### src/rtl/mem_arbiter.sv
// Arbitrates I-fetch and D ports onto one mem_system, one request in flight; D wins ties unless
// ARB_ROUND_ROBIN_EN is defined, which alternates grants when both ports request in the same cycle.
module mem_arbiter #(
  parameter int ADDR_W = 16,
  parameter int DATA_W = 16
) (
  input  logic              clk,
  input  logic              rst,
  input  logic              i_rd,
  input  logic [ADDR_W-1:0] i_addr,
  output logic [DATA_W-1:0] i_data_out,
  output logic              i_done,
  output logic              i_stall,
  output logic              i_hit,
  output logic              i_err,
  input  logic              d_rd,
  input  logic              d_wr,
  input  logic [ADDR_W-1:0] d_addr,
  input  logic [DATA_W-1:0] d_data_in,
  output logic [DATA_W-1:0] d_data_out,
  output logic              d_done,
  output logic              d_stall,
  output logic              d_hit,
  output logic              d_err,
  output logic [ADDR_W-1:0] mem_addr,
  output logic [DATA_W-1:0] mem_data_in,
  output logic              mem_rd,
  output logic              mem_wr,
  input  logic [DATA_W-1:0] mem_data_out,
  input  logic              mem_done,
  input  logic              mem_stall,
  input  logic              mem_hit,
  input  logic              mem_err
);

  typedef enum logic [1:0] {IDLE = 2'd0, BUSY = 2'd1, RESP = 2'd2} state_t;

  state_t            state_q, state_d;
  logic              owner_q, owner_d;      // 1 = D port owns the transaction
  logic [ADDR_W-1:0] addr_q, addr_d;
  logic [DATA_W-1:0] wdata_q, wdata_d;
  logic              mem_rd_q, mem_rd_d;
  logic              mem_wr_q, mem_wr_d;
  logic              err_acc_q, err_acc_d;

  logic              i_done_q, i_done_d;
  logic              i_hit_q, i_hit_d;
  logic              i_err_q, i_err_d;
  logic [DATA_W-1:0] i_data_q, i_data_d;
  logic              d_done_q, d_done_d;
  logic              d_hit_q, d_hit_d;
  logic              d_err_q, d_err_d;
  logic [DATA_W-1:0] d_data_q, d_data_d;

  logic              i_vld, d_vld, d_wins, d_illegal;
  logic              unused_mem_stall;

`ifdef ARB_ROUND_ROBIN_EN
  logic              last_grant_q, last_grant_d;
`endif

  // Sequencing relies solely on mem_done; the subsystem's stall is informational.
  assign unused_mem_stall = mem_stall;

  always_comb begin
    i_vld     = i_rd;
    d_vld     = d_rd | d_wr;
    d_illegal = d_rd & d_wr;
`ifdef ARB_ROUND_ROBIN_EN
    d_wins    = d_vld & (~i_vld | ~last_grant_q);
`else
    d_wins    = d_vld;
`endif
  end

  always_comb begin
    state_d   = state_q;
    owner_d   = owner_q;
    addr_d    = addr_q;
    wdata_d   = wdata_q;
    mem_rd_d  = mem_rd_q;
    mem_wr_d  = mem_wr_q;
    err_acc_d = err_acc_q;
    i_done_d  = 1'b0;
    i_hit_d   = 1'b0;
    i_err_d   = 1'b0;
    i_data_d  = '0;
    d_done_d  = 1'b0;
    d_hit_d   = 1'b0;
    d_err_d   = 1'b0;
    d_data_d  = '0;
`ifdef ARB_ROUND_ROBIN_EN
    last_grant_d = last_grant_q;
`endif

    case (state_q)
      IDLE: begin
        if (i_vld || d_vld) begin
          owner_d   = d_wins;
          err_acc_d = 1'b0;
`ifdef ARB_ROUND_ROBIN_EN
          last_grant_d = d_wins;
`endif
          if (d_wins) begin
            addr_d  = d_addr;
            wdata_d = d_data_in;
            if (d_illegal) begin
              // Conflicting read+write is never issued; answer with an error directly.
              state_d  = RESP;
              d_done_d = 1'b1;
              d_err_d  = 1'b1;
            end else begin
              state_d  = BUSY;
              mem_rd_d = d_rd;
              mem_wr_d = d_wr;
            end
          end else begin
            addr_d   = i_addr;
            wdata_d  = '0;
            state_d  = BUSY;
            mem_rd_d = 1'b1;
            mem_wr_d = 1'b0;
          end
        end
      end

      BUSY: begin
        err_acc_d = err_acc_q | mem_err;
        if (mem_done) begin
          state_d  = RESP;
          mem_rd_d = 1'b0;
          mem_wr_d = 1'b0;
          if (owner_q) begin
            d_done_d = 1'b1;
            d_hit_d  = mem_hit;
            d_err_d  = err_acc_q | mem_err;
            d_data_d = mem_data_out;
          end else begin
            i_done_d = 1'b1;
            i_hit_d  = mem_hit;
            i_err_d  = err_acc_q | mem_err;
            i_data_d = mem_data_out;
          end
        end
      end

      RESP: begin
        state_d = IDLE;
      end

      default: begin
        state_d  = IDLE;
        mem_rd_d = 1'b0;
        mem_wr_d = 1'b0;
      end
    endcase
  end

  always_ff @(posedge clk) begin
    if (rst) begin
      state_q   <= IDLE;
      owner_q   <= 1'b0;
      addr_q    <= '0;
      wdata_q   <= '0;
      mem_rd_q  <= 1'b0;
      mem_wr_q  <= 1'b0;
      err_acc_q <= 1'b0;
      i_done_q  <= 1'b0;
      i_hit_q   <= 1'b0;
      i_err_q   <= 1'b0;
      i_data_q  <= '0;
      d_done_q  <= 1'b0;
      d_hit_q   <= 1'b0;
      d_err_q   <= 1'b0;
      d_data_q  <= '0;
`ifdef ARB_ROUND_ROBIN_EN
      last_grant_q <= 1'b0;
`endif
    end else begin
      state_q   <= state_d;
      owner_q   <= owner_d;
      addr_q    <= addr_d;
      wdata_q   <= wdata_d;
      mem_rd_q  <= mem_rd_d;
      mem_wr_q  <= mem_wr_d;
      err_acc_q <= err_acc_d;
      i_done_q  <= i_done_d;
      i_hit_q   <= i_hit_d;
      i_err_q   <= i_err_d;
      i_data_q  <= i_data_d;
      d_done_q  <= d_done_d;
      d_hit_q   <= d_hit_d;
      d_err_q   <= d_err_d;
      d_data_q  <= d_data_d;
`ifdef ARB_ROUND_ROBIN_EN
      last_grant_q <= last_grant_d;
`endif
    end
  end

  assign mem_addr    = addr_q;
  assign mem_data_in = wdata_q;
  assign mem_rd      = mem_rd_q;
  assign mem_wr      = mem_wr_q;

  assign i_done      = i_done_q;
  assign i_hit       = i_hit_q;
  assign i_err       = i_err_q;
  assign i_data_out  = i_data_q;
  assign d_done      = d_done_q;
  assign d_hit       = d_hit_q;
  assign d_err       = d_err_q;
  assign d_data_out  = d_data_q;

  // A port stops stalling only in the cycle its own response is presented.
  assign i_stall = i_vld & ~((state_q == RESP) & ~owner_q);
  assign d_stall = d_vld & ~((state_q == RESP) & owner_q);

endmodule

### config.mk
export PLATFORM = sky130hd
export DESIGN_NAME = mem_arbiter
export DESIGN_NICKNAME = d
export VERILOG_FILES = /design/src/rtl/mem_arbiter.sv
export SDC_FILE = /design/constraint.sdc
export NUM_CORES = 1
export LEC_CHECK = 0
export CAP_MARGIN = 20
export CORE_MARGIN = 5
export CORE_UTILIZATION = 41
export DETAILED_ROUTE_END_ITERATION = 16
export GPL_TIMING_DRIVEN = 0
export PLACE_DENSITY = 0.9
export RECOVER_POWER = 50
export SETUP_SLACK_MARGIN = 0.4
export SYNTH_ARGS = -nofsm -noshare
export SYNTH_HDL_FRONTEND = slang
export SYNTH_SLANG_ARGS = --single-unit
### constraint.sdc
create_clock -name clk -period 3.35 [get_ports clk]
set_input_delay 0.67 -clock clk [delete_from_list [all_inputs] [get_ports clk]]
set_output_delay 0.67 -clock clk [all_outputs]
set_load 0.05 [all_outputs]
======== Word level (Yosys, flattened, before mapping) ========
Cells that the tools add are included.
storage, ports and cells
  bits in registers ....................... 76
  bits of input ports ..................... 73
  output and inout bits ................... 74
  logic and storage cells ................. 71
cells by class
  bitwise operators ....................... 13
  reductions and logical operators ........ 10
  mux-type cells .......................... 28
  equal/unequal tests ..................... 5
operators by type and width
  operator            count
  $mux 16             2
  $mux 1              16
  $mux 2              4
  $reduce_or 4->1     2
  $not 1->1           6
  $pmux 1 s2          3
  $pmux 1 s3          2
  $reduce_and 2->1    3
  $and 1x1->1         5
  $ne 2x2->1 const B  2
  $pmux 2 s2          1
  $reduce_and 4->1    1
  $ne 3x3->1 const B  1
  $reduce_or 3->1     1
  $eq 2x1->1 const B  1
  $eq 2x2->1 const B  1
  $logic_not 2->1     1
  $or 1x1->1          2
  $reduce_bool 2->1   1
  $logic_or 1x1->1    1

======== Logic depth before layout (Yosys ltp) ========
  word-level depth ........................ 5
  mapped depth ............................ 6
  mapped depth without buffers ............ 3

======== Least setup slack after synthesis ========
OpenSTA, ideal clock, no wires.
  path kind ............................... in2out
  start ................................... input d_wr
  end ..................................... output d_stall
  stages on the path ...................... 4
  arrival ................................. 1907 ps
  path buffers ............................ 2
  data required time ...................... 2680 ps
  setup slack ............................. 773 ps
  cells stage by stage .................... buf_2 nor2_1 buf_2 a31oi_1
on the way
  word-level cells in the longest chain between the ends .. 2
ends and longest elaborated chain
  element      RTL line  RTL
  from (decl)  17        input logic d_wr,
  $or 1x1->1   67        d_vld = d_rd | d_wr;
  $and 1x1->1  217       assign d_stall = d_vld & ~((state_q == RESP) & owner_q);
  to (decl)    22        output logic d_stall,
No other way between the ends.

======== Final worst setup path ========
  start ................................... input d_rd
  end ..................................... output d_stall
on the way
  word-level cells in the longest chain between the ends .. 2
ends and longest elaborated chain
  element      RTL line  RTL
  from (decl)  16        input logic d_rd,
  $or 1x1->1   67
  $and 1x1->1  217
No other way between the ends.

==> reports/qor.csv <==
stage;metric;value;unit
outcome;status;finished clean;
pwr;Gate power share;25.1;%
synthesis;leading post-synthesis cells by cell area;dfxtp_1 (56%), and2_1 (8.1%), a21oi_1 (7.0%);
die;Initial Util;42.28;%
clocking;root buffer cell;clkbuf_8;
pwr;Power Density;513.8;nW/um2
pwr;sw power;0.0007049;W
sta;Setup Skew;9.550;ps
sta;Final Hold Viols;0;
setup_path;Data required, critical path;2680;ps
detailed_routing;post-route ant nets;0;
synthesis;Post-Syn Area;2700;um2
setup_path;worst stage delay on the critical path;640;ps
pwr;clock network power share;31.4;%
die;Row Count;29;
pwr;Worst IR Drop VDD;312.3;uV
sta;RSZ-0062 raised after global routing;no;
finish;post-route design area;4429;um2
setup_path;critical path arrival;2230;ps
global_routing;vias in the first global route;2572;
sta;Slew HR;36.66;%
pwr;switch share;30.97;%
sta;Worst-Margin Slew;948.0;ps
global_routing;All-Layer GR Usage;18.62;%
pwr;Power Internal;0.001571;W
sta;Max Transition Viols Final;0;
run;Max Cap Viol;0;
clocking;CTS max path bufs;2;
detailed_routing;DR WL met2;3718;um
sta;setup TNS;0;ps
synthesis;post-synthesis cell count;290;
sta;final setup fails;0;
synthesis;sequential-to-total area share from yosys stat;56.35;%
place;Port Buf Inserts;144;
global_routing;initial antenna violation count;0;
clocking;H-tree depth;3;
global_routing;largest net degree at the start of global routing;14;
clocking;clk sinks;76;
worst_hold_path;worst hold path class;flip-flop to flip-flop;
synthesis;syn nets;363;
detailed_routing;max layer used;met4;
clocking;clk_lat worst skew;330;ps
pwr;total power;0.002276;W
setup_path;worst path cell trace;dlygate4sd3_1, nor2_4, buf_2, a31oi_1, clkdlybuf4s15_2;
synthesis;top cell type's share of synthesized area;56.35;%
synthesis;count leader, synth;dfxtp_1;
synthesis;syn_area_per_cell;9.311;um2
setup_path;CP Max Fanout;10;
synthesis;EDFF count, synth;0;
detailed_routing;routed len/inst;15.27;um
clocking;clock transition at the registers of the reported paths;70;ps
place;RePlAce Congestion;0.8378;
die;Die Y;91.15;um
die;floorplan core area;6386;um2
die;die footprint;8308;um2
finish;final net count;518;
place;detailed placement HPWL;6183;um
synthesis;top post-synthesis cells by count;dfxtp_1 (76), a21oi_1 (38), nand2_1 (37);
clocking;Post-CTS Setup Inserts;0;
sta;final worst path period need;2897;ps
sta;final worst path period share;86.48;%
setup_path;reg2reg setup slack;1150;ps
synthesis;Yosys reg bits;76;
finish;ratio of cells with drive above 1 in the final layout;6.000;%
detailed_routing;vias post-DR;2657;
sta;Fmax;0.3452;GHz
die;IO Pins;147;
detailed_routing;met3 wire length;730;um
pwr;share of power burned in registers;43.5;%
clocking;cts bufs inserted;9;
place;Area after DPL;4238;um2
finish;area grow syn2layout;64.04;%
die;die width;91.15;um
setup_path;Crit Path Class;input port to output port;
synthesis;Yosys cell types;30;
global_routing;first-pass GRT wire length;12610;um
synthesis;ys async rst share;0;%
global_routing;GRT overflow;0;
finish;diode count;0;
synthesis;synth warn;0;
detailed_routing;number of DRC markers in iteration 0;144;
synthesis;top_reg_cell synth;dfxtp_1;
setup_path;crit end category;output port;
clocking;CTS tree;built;
detailed_routing;DR pass1 iterations;4;
synthesis;cell taking the most area after synthesis;dfxtp_1;
detailed_routing;via/cell ratio;5.042;
detailed_routing;wire length on met1;3455;um
detailed_routing;Post-Route WL;8048;um
setup_path;slowest CP cell;dlygate4sd3_1;
detailed_routing;DRC;0;
pwr;Pleak;1.694;nW
setup_path;CP startpoint kind;input port;
cells by family (layout without fill, tap and decap cells):
kind of cell	Yosys count	in the layout	synth area share [%]
buffers and inverters	26	186	4.402
AO/OA/AOI/OAI	81	81	18.03
multiplexers	2	2	0.7415
AND/OR/NAND/NOR	105	105	20.48
flip-flops	76	76	56.35
stage by stage:
step	util (%)	setup slack, ps	hold WS [ps]	instances
6_report	69.36	452.9	480.0	527
5_1_grt	69.36	360.8	506.7	527
4_1_cts	69.73	469.4	480.3	527
3_5_place_dp	66.36	-58.30	470.1	511
3_3_place_gp	66.36	-64.01	455.0	511
2_1_floorplan	-	773.4	472.8	290
layout make-up:
type                    instances  area [um2]
plain buffers                  23       95.09
clock buffers                  11       151.4
clock inverters                 5       60.06
fillers                       505        1957
inverters                       3       11.26
multi-input cells             188        1051
flip-flops and latches         76        1521
well taps                      77       96.34
repair buffers                144        1443
layer usage:
metal / vias up / global-route usage (%)
met5: - / 0
met4: 0 / 7.946
met3: 10 / 5.785
met2: 130 / 30.95
met1: 1208 / 22.15
li1: 1309 / -
what timing repair did:
item | 4_1_cts | 5_1_grt
hold buffers | 0 | 0
endpoints found under the setup margin | 1 | 1
resized for setup | 5 | 1
worst max-delay path, delay by kind of cell:
family | cells | cell delay (ps)
compound gates | 1 | 60
buf+inv | 3 | 1260
simple gates | 1 | 230
power groups by stage:
stage / clock network, W / registers, W / logic (W)
floorplan: 0 / 0.00119 / 0.000154
global placement: 0 / 0.00101 / 0.000566
detailed placement: 0 / 0.00101 / 0.000575
CTS: 0.000723 / 0.000991 / 0.000577
global route: 0.000764 / 0.000997 / 0.000603
finish: 0.000715 / 0.000990 / 0.000571
registers in the layout, summed over array words and instances (netlist names):
name         cells
mem_addr        16
mem_rd           1
state_q          2
i_hit            1
i_data_out      16
i_done           1
mem_wr           1
d_data_out      16
d_done           1
owner_q          1
i_err            1
err_acc_q        1
d_err            1
mem_data_in     16
d_hit            1
cell usage in the layout (no fill, tap or decap), types with 4 or more instances in the layout:
| cell | instances |
|---|---|
| and2_1 | 13 |
| clkdlybuf4s50_1 | 129 |
| a311oi_1 | 16 |
| nand2_1 | 37 |
| buf_2 | 4 |
| and2_0 | 22 |
| o21ai_0 | 20 |
| dlygate4sd3_1 | 14 |
| dfxtp_1 | 76 |
| nand3_1 | 17 |
| clkbuf_8 | 11 |
| clkbuf_1 | 18 |
| a21oi_1 | 38 |
path summary, 6_finish.rpt:
check / to / depth (start not counted) / start
worst max-delay path: d_stall / 5 / d_rd
worst min-delay path: mem_data_in[15] / 2 / mem_data_in[15]
worst max register to register: i_data_out[9] / 5 / state_q[0]
worst min register to register: mem_data_in[15] / 2 / mem_data_in[15]
Power figures use the tool's default switching activity.
